### src/rtl/pmem_pkg.sv
// Shared packet-memory constants and types used by the tag arbiter slice.
package pmem_pkg;

  localparam int PMEM_TAG_W   = 14;
  localparam int PMEM_N_PORTS = 4;

  typedef logic [PMEM_TAG_W-1:0] pmem_tag_t;

  // Modulo-n increment of an index in 0..n-1.
  function automatic int pmem_wrap_inc(input int idx, input int n);
    return (idx + 1 >= n) ? 0 : idx + 1;
  endfunction

endpackage

### src/rtl/pmem_tag_arbiter_if.sv
// Request side (N_REQ single-beat valid/ready tags) and tagin stream of the tag arbiter.
interface pmem_tag_arbiter_if #(
  parameter int N_REQ = pmem_pkg::PMEM_N_PORTS,
  parameter int TAG_W = pmem_pkg::PMEM_TAG_W
);

  localparam int SRC_W = $clog2(N_REQ);

  logic [TAG_W-1:0] req_data [N_REQ];
  logic [N_REQ-1:0] req_valid;
  logic [N_REQ-1:0] req_ready;
  logic [TAG_W-1:0] tagin_data;
  logic [SRC_W-1:0] tagin_src;
  logic             tagin_valid;
  logic             tagin_ready;

  // master: requesters plus the packet-memory consumer; slave: the arbiter
  modport master (
    output req_data, req_valid, tagin_ready,
    input  req_ready, tagin_data, tagin_src, tagin_valid
  );

  modport slave (
    input  req_data, req_valid, tagin_ready,
    output req_ready, tagin_data, tagin_src, tagin_valid
  );

endinterface

### src/rtl/pmem_rr_arbiter.sv
// Round-robin grant selection: one-hot + encoded grant from the valid vector,
// pointer moves past the winner only when the grant is actually taken.
module pmem_rr_arbiter
  import pmem_pkg::*;
#(
  parameter int N_REQ = PMEM_N_PORTS
) (
  input  logic                       clock,
  input  logic                       reset,
  input  logic [N_REQ-1:0]           valid,
  input  logic                       accept,
  output logic [N_REQ-1:0]           grant_onehot,
  output logic [$clog2(N_REQ)-1:0]   grant_idx,
  output logic                       grant_any
);

  localparam int IDX_W = $clog2(N_REQ);

  logic [IDX_W-1:0] rr_ptr_reg;
  logic [IDX_W-1:0] rr_ptr_next;

  // Scan starting at the pointer; the first valid requester found wins.
  always_comb begin
    int               pos;
    logic [IDX_W-1:0] idx;
    pos          = 0;
    idx          = '0;
    grant_onehot = '0;
    grant_idx    = '0;
    grant_any    = 1'b0;
    for (int k = 0; k < N_REQ; k++) begin
      pos = int'(rr_ptr_reg) + k;
      if (pos >= N_REQ) pos = pos - N_REQ;
      idx = IDX_W'(pos);
      if (!grant_any && valid[idx]) begin
        grant_any         = 1'b1;
        grant_idx         = idx;
        grant_onehot[idx] = 1'b1;
      end
    end
  end

  always_comb begin
    rr_ptr_next = rr_ptr_reg;
    if (accept) rr_ptr_next = IDX_W'(pmem_wrap_inc(int'(grant_idx), N_REQ));
  end

  always_ff @(posedge clock or negedge reset) begin
    if (!reset) rr_ptr_reg <= '0;
    else        rr_ptr_reg <= rr_ptr_next;
  end

endmodule

### src/rtl/pmem_tag_arbiter.sv
// Shares the packet-memory tagin port among N_REQ match engines: round-robin
// grant, 2-entry ordered output buffer, saturating per-requester grant counters.
module pmem_tag_arbiter
  import pmem_pkg::*;
#(
  parameter int N_REQ = PMEM_N_PORTS,
  parameter int TAG_W = PMEM_TAG_W,
  parameter int CNT_W = 16
) (
  input  logic                  clock,
  input  logic                  reset,
  pmem_tag_arbiter_if.slave     bus,
  input  logic                  clear_counts,
  output logic [CNT_W-1:0]      grant_count [N_REQ]
);

  localparam int SRC_W = $clog2(N_REQ);

  typedef struct packed {
    logic [TAG_W-1:0] tag;
    logic [SRC_W-1:0] src;
  } entry_t;

  entry_t           fifo_mem [2];
  logic             wr_ptr_reg;
  logic             rd_ptr_reg;
  logic [1:0]       count_reg;
  logic [1:0]       count_next;

  logic [N_REQ-1:0] grant_onehot;
  logic [SRC_W-1:0] grant_idx;
  logic             grant_any;
  logic             can_accept;
  logic             accept;
  logic             pop;

  // Ready looks only at local occupancy, never at tagin_ready.
  assign can_accept    = (count_reg != 2'd2) && reset;
  assign accept        = can_accept && grant_any;
  assign pop           = (count_reg != 2'd0) && bus.tagin_ready;
  assign bus.req_ready = can_accept ? grant_onehot : '0;

  pmem_rr_arbiter #(
    .N_REQ (N_REQ)
  ) u_rr (
    .clock        (clock),
    .reset        (reset),
    .valid        (bus.req_valid),
    .accept       (accept),
    .grant_onehot (grant_onehot),
    .grant_idx    (grant_idx),
    .grant_any    (grant_any)
  );

  always_comb begin
    count_next = count_reg;
    if (accept && !pop)      count_next = count_reg + 2'd1;
    else if (pop && !accept) count_next = count_reg - 2'd1;
  end

  always_ff @(posedge clock or negedge reset) begin
    if (!reset) begin
      for (int i = 0; i < 2; i++) fifo_mem[i] <= '0;
      wr_ptr_reg <= 1'b0;
      rd_ptr_reg <= 1'b0;
      count_reg  <= 2'd0;
    end else begin
      if (accept) begin
        fifo_mem[wr_ptr_reg] <= '{tag: bus.req_data[grant_idx], src: grant_idx};
        wr_ptr_reg           <= ~wr_ptr_reg;
      end
      if (pop) rd_ptr_reg <= ~rd_ptr_reg;
      count_reg <= count_next;
    end
  end

  // Head entry only changes on a pop, so a stalled output stays stable.
  assign bus.tagin_valid = (count_reg != 2'd0);
  assign bus.tagin_data  = fifo_mem[rd_ptr_reg].tag;
  assign bus.tagin_src   = fifo_mem[rd_ptr_reg].src;

  for (genvar gi = 0; gi < N_REQ; gi++) begin : g_cnt
    logic [CNT_W-1:0] cnt_reg;

    // clear_counts takes priority over a same-cycle grant.
    always_ff @(posedge clock or negedge reset) begin
      if (!reset) begin
        cnt_reg <= '0;
      end else if (clear_counts) begin
        cnt_reg <= '0;
      end else if (accept && grant_onehot[gi] && (cnt_reg != '1)) begin
        cnt_reg <= cnt_reg + CNT_W'(1);
      end
    end

    assign grant_count[gi] = cnt_reg;
  end

endmodule

### src/flat_wrapper.sv
// flat-port wrapper written by rule: the top's interface ports become plain ports
module pmem_tag_arbiter_flat import pmem_pkg::*;
#(
  parameter int N_REQ = PMEM_N_PORTS,
  parameter int TAG_W = PMEM_TAG_W,
  parameter int CNT_W = 16
)
  (clock, reset, clear_counts, grant_count, bus_req_data, bus_req_valid, bus_tagin_ready, bus_req_ready, bus_tagin_data, bus_tagin_src, bus_tagin_valid);
  pmem_tag_arbiter_if #(.N_REQ(N_REQ), .TAG_W(TAG_W)) bus_i ();
  input  logic clock;
  input  logic reset;
  input  logic clear_counts;
  output logic [CNT_W-1:0] grant_count[N_REQ];
  input wire logic [$bits(bus_i.req_data)-1:0] bus_req_data;
  input wire logic [$bits(bus_i.req_valid)-1:0] bus_req_valid;
  input wire logic [$bits(bus_i.tagin_ready)-1:0] bus_tagin_ready;
  output wire logic [$bits(bus_i.req_ready)-1:0] bus_req_ready;
  output wire logic [$bits(bus_i.tagin_data)-1:0] bus_tagin_data;
  output wire logic [$bits(bus_i.tagin_src)-1:0] bus_tagin_src;
  output wire logic [$bits(bus_i.tagin_valid)-1:0] bus_tagin_valid;
  assign bus_i.req_data = {>>{bus_req_data}};
  assign bus_i.req_valid = bus_req_valid;
  assign bus_i.tagin_ready = bus_tagin_ready;
  assign bus_req_ready = bus_i.req_ready;
  assign bus_tagin_data = bus_i.tagin_data;
  assign bus_tagin_src = bus_i.tagin_src;
  assign bus_tagin_valid = bus_i.tagin_valid;
  pmem_tag_arbiter #(.N_REQ(N_REQ), .TAG_W(TAG_W), .CNT_W(CNT_W)) u_core (.clock(clock), .reset(reset), .bus(bus_i), .clear_counts(clear_counts), .grant_count(grant_count));
endmodule
### config.mk
export PLATFORM = sky130hd
export DESIGN_NAME = pmem_tag_arbiter_flat
export DESIGN_NICKNAME = d
export VERILOG_FILES = /design/src/rtl/pmem_pkg.sv /design/src/rtl/pmem_tag_arbiter_if.sv /design/src/rtl/pmem_rr_arbiter.sv /design/src/rtl/pmem_tag_arbiter.sv /design/src/flat_wrapper.sv
export SDC_FILE = /design/constraint.sdc
export NUM_CORES = 1
export LEC_CHECK = 0
export CAP_MARGIN = 20
export CORE_MARGIN = 4
export CORE_UTILIZATION = 54
export CTS_CLUSTER_DIAMETER = 150
export DETAILED_ROUTE_END_ITERATION = 6
export HOLD_SLACK_MARGIN = 0.06
export PLACE_DENSITY = 0.86
export SLEW_MARGIN = 40
export SYNTH_ARGS = -nofsm -noshare
export SYNTH_HDL_FRONTEND = slang
export SYNTH_SLANG_ARGS = --single-unit
### constraint.sdc
create_clock -name clock -period 5.29 [get_ports clock]
set_input_delay 1.058 -clock clock [delete_from_list [all_inputs] [get_ports clock]]
set_output_delay 1.058 -clock clock [all_outputs]
set_load 0.05 [all_outputs]
After elaboration in Yosys (flattened, before gate mapping)
Cells that the tools add are included.

cells by class
  reduce and logical (&&, ||, !) cells = 32
  muxes and demuxes = 53
  order comparisons = 17
  bitwise gates (word level) = 8
  equality and inequality tests = 5
  add/sub/neg operators = 14

operators by type and width
  cell                   number
  $mux 16                12
  $add 16x1->16 const B  4
  $ne 16x16->1 const B   4
  $bwmux 32              1
  $bmux 14 s2            1
  $mux 14                2
  $mux 2                 11
  $logic_and 1x1->1      21
  $mux 4                 5
  $demux 16 s1           1
  $ge 3x3->1 const B     5
  $lt 2x3->1 const B     4
  $mux 1                 12
  $or 4x4->4             3
  $reduce_bool 2->1      6
  $sub 2x1->2 const B    5
  $bmux 1 s2             4
  $demux 1 s2            4
  $ge 2x1->1 const B     4
  $add 2x1->3 const B    2
  $add 2x2->3 const B    2
  $logic_not 1->1        5
  $ge 2x2->1 const B     2
  $not 1->2              2
  other kinds (6)        7

storage, ports and cells
  output and inout port bits = 85
  bits of input ports = 64
  bits in registers = 102
  logic and storage cells = 141

Logic depth before layout (Yosys ltp)
Gate-level depths: netlist of run 1.

  depth after elaboration = 19
  gate-level depth with buffers = 12

Hierarchy
Synthesis of run 1 repeated with hierarchy kept, for this count alone.

unflattened totals
  cells, all modules = 634
  area, all modules = 6,362.4 um2

by module, submodules not included
  module            cells an instance  area an instance (um2)  seq. area each (um2)  times used
  pmem_tag_arbiter  538                5,688.0                 2,502.4               1
  pmem_rr_arbiter   96                 674.4                   50.0                  1

Worst setup path after synthesis of run 1
Ideal clock, no wire load.

  kind = in2out
  start point = input port bus_req_valid[2]
  end point = output port bus_req_ready[3]
  setup slack = 1,314 ps
  cell stages on the path = 5
  buffers on the path = 1
  arrival time = 2,918 ps
  path through = buf_2 -> mux4_2 -> nand3b_1 -> o2bb2ai_2 -> a21oi_1

between the ends
  cells in the longest elaborated chain, start to end = 13
  elaborated cells between the ends (all ways) = 25
  classes of those cells = mux (16); bitwise (3); reduce/logical (6)

RTL lines
  item                          line                    source
  start, declared               flat_wrapper.sv:15      input wire logic [$bits(bus_i.req_valid)-1:0] bus_req_valid;
  $bmux 1 s2                    pmem_rr_arbiter.sv:35   if (!grant_any && valid[idx]) begin
  $mux 1 (implied by the code)  pmem_rr_arbiter.sv:35
  $mux 1                        pmem_rr_arbiter.sv:35
  $logic_not 1->1               pmem_rr_arbiter.sv:35
  $logic_and 1x1->1             pmem_rr_arbiter.sv:35
  $mux 1                        pmem_rr_arbiter.sv:35
  $logic_not 1->1               pmem_rr_arbiter.sv:35
  $logic_and 1x1->1             pmem_rr_arbiter.sv:35
  $mux 1                        pmem_rr_arbiter.sv:35
  $logic_not 1->1               pmem_rr_arbiter.sv:35
  $logic_and 1x1->1             pmem_rr_arbiter.sv:35
  $mux 4 (*)                    pmem_rr_arbiter.sv:35
  $mux 4 (*)                    pmem_tag_arbiter.sv:41  assign bus.req_ready = can_accept ? grant_onehot : '0;
  end, declared                 flat_wrapper.sv:17      output wire logic [$bits(bus_i.req_ready)-1:0] bus_req_ready;

Every way passes the cells marked *; elsewhere a longest branch is shown, timed or not. The select of a mux whose other input is x is not followed.

Worst setup path after layout of run 1
  start point = register u_core.u_rr.rr_ptr_reg[0]
  end point = output port bus_req_ready[1]

between the ends
  cells in the longest elaborated chain, start to end = 15
  elaborated cells between the ends (all ways) = 60
  classes of those cells = add/sub (7); order compare (12); mux (28); bitwise (3); reduce/logical (10)

RTL lines
  item                                                  line                    source
  start, declared                                       pmem_rr_arbiter.sv:19   logic [IDX_W-1:0] rr_ptr_reg;
  start signal, assigned                                pmem_rr_arbiter.sv:50   else rr_ptr_reg <= rr_ptr_next;
  branches (longest 13 deep; another with $add 2x1->3)  n/a
  $mux 4 (*)                                            pmem_rr_arbiter.sv:35
  $mux 4 (*)                                            pmem_tag_arbiter.sv:41

Mark *: on every way between the ends. The select of a mux whose other input is x is not followed.

==> run metrics, run 1 <==
YS warnings=0; CP dominant cell by count=inv_1; Top FF cell, synth=dfrtp_1; CTS tree=done; vias in the first global route=5691; 1st-iter DRT viols=438; Sw Ratio=44.0%; worst-path cell chain=inv_1, ha_1, and3b_1, a22oi_1, a21boi_1, o41ai_4, inv_1, clkdlybuf4s50_1; Post-Synthesis Cell Area=6170 um^2; layout overhead on the synthesized area=29.7%; critical path class=flip-flop to primary output; global route overflow=0; Power Internal=2.08 mW; Worst Path Arrival=3970 ps; Residual DRC=0; Critical Path Source Type=flip-flop; Synth cell types=61; Syn Inst Count=634; worst endpoint required time=4230 ps; Fmax=0.199 GHz; leakage=3.31 nW; # port buffers=148; post-CTS setup buffer count=0; pwr/cell area=465 nW/um^2; RR Startpoint=u_core.u_rr.rr_ptr_reg[0]; layout cells sized above 1=9.54%; post-synth top area cell=dfrtp_1; IO Count=149; main combinational cell family by area after synthesis=simple AND/OR/NAND/NOR gates; worst setup path endpoint=bus_req_ready[1]; gr usage total=25.3%; Final TNS setup=0 ps; r2r setup slk=1240 ps; core area=11000 um^2; initial core utilization=55.9%; Synth async-reset ratio=100%; Clk pwr share=17.6%; most frequent cells in the layout=clkdlybuf4s50_1 (146), dfrtp_1 (102), nand2_1 (62); Hold Violations, Final=0; final setup fails=0; Sw Pwr=1.63 mW; Seq pwr share=29.7%; WL/cell=18.4 um; gpl congestion=0.881; sequential share of the synthesized area=41.4%; Die X=115 um; max-slew violations=0; die height=115 um; Inserted Diodes=0; Vias/cell=6.16; Rows=38; post-route cell area=8000 um^2; ANT nets after route=0; XOR/XNOR Fraction of Synth Area=2.84%; Critical Path Max Stage Delay=790 ps; fin crit share=95.1%; pre-CTS setup slack=452 ps; Final Power=3.72 mW; Root Driver=clkbuf_16; Largest register FFs=64; clock sinks=102; cts bufs inserted=9; largest net degree at the start of global routing=67; family with the most delay on the worst path=buffers and inverters; H-Tree Depth=3; Worst path depth=8; Max Root-Sink Buffers=2; worst vdd ir=337 uV; Buffers & Inverters on Critical Path=3; Placed Area=7700 um^2; Post-DP HPWL=12.1 mm; post-CTS sizing=0; hold-fix buffers at CTS=0; Crit. End Element=primary output; first-pass GRT wire length=27.1 mm; syn nets=711; Mean Syn Cell Area=9.73 um^2; post-synthesis register bit count=102; Final Skew=6.24 ps; clock-pin slew on the worst setup and hold paths=70 ps; outcome=finished, final reports clean; mux cell area share after synthesis=12.0%; Worst Hold Class=flip-flop to flip-flop; slowest CP cell=dfrtp_1; adder-cell area share of the yosys netlist=2.64%; post-synthesis compound-gate area fraction=17.2%; RR Endpoint=u_core.fifo_mem[2]; reg2reg path depth=9; Critical Path Source=u_core.u_rr.rr_ptr_reg[0]; Max Cap Violations=0; Area contributors post-synth=dfrtp_1 (41%), mux2i_1 (5.5%), mux2_2 (4.6%); Comb power frac=52.7%; Synth Area in Simple Gates=19.3%; clk_lat worst skew=350 ps; RSZ-0062 raised after global routing=no; Post-synth EDFFs=0; wirelength, routed=16.7 mm; die area=13200 um^2; fin worst setup slack=259 ps; Slew @ Worst Pin=824 ps; post-synth top area share=41.4%; crit path time final=5030 ps; initial antenna violation count=0; relative slew slack=45.1%; nets=838; First-pass DRT Iterations=5; most common cell after layout, fill and taps aside=clkdlybuf4s50_1; via count=5571; CP Max Fanout=20
cell usage after synthesis (3+ instances only):
library cell / instances
mux4_2: 3
o31ai_1: 20
and4_1: 5
nand3_1: 24
a21oi_1: 41
nor4_1: 6
nand3b_1: 3
nor2b_1: 10
o21a_1: 3
nand2_1: 62
mux2i_1: 34
and2_1: 3
inv_1: 24
xor2_1: 11
buf_2: 15
ha_1: 13
o221ai_1: 28
mux2_2: 25
nor3b_1: 3
o21ai_2: 3
nand4_1: 15
o21ai_0: 12
or3_1: 8
or4_1: 21
nor3_1: 6
nand2b_1: 4
dfrtp_1: 102
and3_1: 9
a21o_1: 6
buf_6: 4
xnor2_1: 9
nor2_1: 39
clkbuf_1: 17
o211ai_1: 9
through the flow:
stage / hold slack [ps] / utilization (%) / std cells
2_1_floorplan: 441 / - / 634
3_3_place_gp: 454 / 69.8 / 890
3_5_place_dp: 468 / 69.8 / 890
4_1_cts: 485 / 72.4 / 905
5_1_grt: 516 / 72.5 / 905
6_report: 485 / 72.5 / 905
cell families after synthesis:
group,count (synthesis)
mux,66
compound gates,145
simple gates,226
flops,102
buf+inv,62
fa+ha+maj,13
xor+xnor,20
cell type report:
| class | count | area, um^2 |
|---|---|---|
| Sequential cell | 102 | 2550 |
| Clock buffer | 10 | 239 |
| Tap cell | 140 | 175 |
| Clock inverter | 5 | 50.0 |
| Timing Repair Buffer | 154 | 1520 |
| Inverter | 24 | 90.1 |
| Multi-Input combinational cell | 470 | 3370 |
| Fill cell | 825 | 3030 |
routing by layer:
metal  part of all wire [%]  routed length (um)  global-route usage, %
met5                      0                   0                      0
met1                     41                6810                   31.5
met4                    2.8                 469                   10.5
met3                    4.7                 792                   4.95
met2                     52                8610                   43.1
worst min path at each step:
stage / start / end / slack [ps] / depth (start not counted)
2_1_floorplan: u_core.fifo_mem[0] / u_core.fifo_mem[0] / 440 / 2
3_3_place_gp: u_core.fifo_mem[0] / u_core.fifo_mem[0] / 450 / 2
3_5_place_dp: u_core.fifo_mem[16] / u_core.fifo_mem[16] / 470 / 2
4_1_cts: u_core.fifo_mem[16] / u_core.fifo_mem[16] / 480 / 2
5_1_grt: u_core.fifo_mem[0] / u_core.fifo_mem[0] / 520 / 2
6_report: u_core.fifo_mem[0] / u_core.fifo_mem[0] / 480 / 2
power by group through the flow:
| stage | logic, mW | clock network [mW] | registers (mW) |
|---|---|---|---|
| final | 1.96 | 0.656 | 1.10 |
| after global routing | 2.09 | 0.700 | 1.12 |
| after CTS | 1.96 | 0.664 | 1.09 |
| after detailed placement | 1.94 | 0 | 1.11 |
| after global placement | 1.89 | 0 | 1.09 |
| after floorplan | 1.46 | 0 | 1.08 |
worst register-to-register path, stage by stage, from the launching register on:
cell,delay (ps)
dfrtp_1,790
inv_1,300
ha_1,490
and3b_1,210
a22oi_1,420
nand2_1,190
o21ai_4,610
buf_4,390
mux2i_1,330
o221ai_1,180
(Power assumes the default switching activity.)
==> run 2: changes to the inputs <==
CORE_MARGIN = 2   (was 4)
==> run 2 against run 1 <==
  * Non-clock buffer count grew 2
  * Fmax grew 1.5%
  * Cell count grew 0.66%
  * Clock-buffer cell count grew 1
  * Utilization shrank 1.2 points
  * First-iteration DRC count grew 8.4%
  * Worst hold slack lost 9.1 ps
  * Die area shrank 6.8%
  * Flip-flop and latch count is the same
  * Critical endpoint is now bus_req_ready[0]
  * Largest cell class unchanged
  * Highest routed layer unchanged
==> run metrics, run 2 (synthesized netlist as in run 1, its figures left out) <==
Hold Violations, Final=0; worst vdd ir=390 uV; hold-fix buffers at CTS=0; Critical Path Source Type=primary input; final setup fails=0; cts bufs inserted=9; Critical Path Max Stage Delay=840 ps; clock sinks=102; initial antenna violation count=0; Residual DRC=0; r2r setup slk=1790 ps; vias in the first global route=5609; CTS tree=done; Largest register FFs=64; H-Tree Depth=3; largest net degree at the start of global routing=82; Max Cap Violations=0; die height=111 um; leakage=3.31 nW; Placed Area=7710 um^2; # port buffers=148; nets=840; critical path class=primary input to primary output; IO Count=149; worst-path cell chain=clkdlybuf4s50_1, mux4_2, nand3b_1, a2bb2oi_2, nor2_1, nor2_1, clkdlybuf4s50_1; gpl congestion=0.877; global route overflow=0; Crit. End Element=primary output; relative slew slack=47.2%; Vias/cell=6.22; most common cell after layout, fill and taps aside=clkdlybuf4s50_1; core area=11300 um^2; CP Max Fanout=11; crit path time final=4960 ps; Max Root-Sink Buffers=2; wirelength, routed=16.6 mm; layout overhead on the synthesized area=30.3%; WL/cell=18.2 um; post-route cell area=8040 um^2; die area=12300 um^2; family with the most delay on the worst path=buffers and inverters; clk_lat worst skew=350 ps; Layout fillers=835; gr usage total=26.9%; post-CTS sizing=0; Worst Path Arrival=3900 ps; worst endpoint required time=4230 ps; Final Skew=5.57 ps; First-pass DRT Iterations=5; initial core utilization=54.7%; Post-DP HPWL=11.6 mm; fin crit share=93.7%; Worst Hold Class=flip-flop to flip-flop; most frequent cells in the layout=clkdlybuf4s50_1 (146), dfrtp_1 (102), nand2_1 (62); Register Area=2550 um^2; Multi-input gate area=3380 um^2; 1st-iter DRT viols=475; RSZ-0062 raised after global routing=no; Die X=111 um; Fmax=0.202 GHz; slowest CP cell=clkdlybuf4s50_1; Inserted Diodes=0; clock-pin slew on the worst setup and hold paths=70 ps; via count=5664; pwr/cell area=471 nW/um^2; layout cells sized above 1=9.90%; Buffers & Inverters on Critical Path=2; Final TNS setup=0 ps; Slew @ Worst Pin=792 ps; max-slew violations=0; Rows=39; ANT nets after route=0; post-CTS setup buffer count=0; outcome=finished, final reports clean; Root Driver=clkbuf_16; first-pass GRT wire length=27.3 mm
## run 2: changes by cell type in the layout (fill, tap and decap cells not counted), sizes merged
cell / delta
clkbuf: +2
buf: +1
inv: +1
clkinv: -2
clkinvlp: +1
## run 2: layout make-up
type / instances / share of cell area (%)
multi-input combinational: 470 / 42.0
clock buffer: 11 / 3.02
clock inverter: 5 / 0.700
timing repair buffer: 156 / 19.2
sequential: 102 / 31.8
tap: 143 / 2.23
inverter: 24 / 1.12
## run 2: routing by layer
layer | share of wire [%] | track usage, % | vias to the layer above | wire [um]
li1 | - | - | 2609 | -
met1 | 42 | 34.9 | 2814 | 7030
met2 | 50 | 45.5 | 210 | 8280
met3 | 5.7 | 5.36 | 31 | 947
met4 | 2.0 | 8.67 | 0 | 334
met5 | 0 | 0 | - | 0
## run 2: through the flow
| step | power, mW | util [%] | hold WS, ps | std cells | worst slack (ps) |
|---|---|---|---|---|---|
| after floorplan | 2.54 | - | 441 | 634 | 1310 |
| after global placement | 3.00 | 68.4 | 454 | 895 | 460 |
| after detailed placement | 3.07 | 68.4 | 466 | 895 | 378 |
| after CTS | 3.77 | 71.1 | 482 | 911 | 358 |
| after global routing | 3.96 | 71.3 | 503 | 911 | 202 |
| final | 3.78 | 71.3 | 476 | 911 | 333 |
## run 2: path summary, 6_finish.rpt
path,to,depth (start not counted),startpoint
hold reg to reg,u_core.fifo_mem[17],2,u_core.fifo_mem[17]
min in group asynchronous,u_core.g_cnt[2].cnt_reg[9],1,reset
hold / removal,u_core.fifo_mem[17],2,u_core.fifo_mem[17]
setup reg to reg,u_core.g_cnt[1].cnt_reg[0],9,u_core.u_rr.rr_ptr_reg[1]
max in group asynchronous,u_core.g_cnt[1].cnt_reg[6],2,reset
setup / recovery,bus_req_ready[0],7,bus_req_valid[0]
## run 2: report_power, final
part,internal (mW),leakage [nW],switching [mW]
logic,0.780,1.81,1.23
clock network,0.381,0.146,0.313
registers,0.939,1.36,0.141
## run 2: worst register-to-register path: stages, from the launching register on
cell      delay (ps)
dfrtp_1          600
inv_1            200
ha_1             450
and3b_1          210
a22oi_1          460
a21boi_1         210
o41ai_4          460
buf_4            340
a21oi_1          120
mux2_1           340
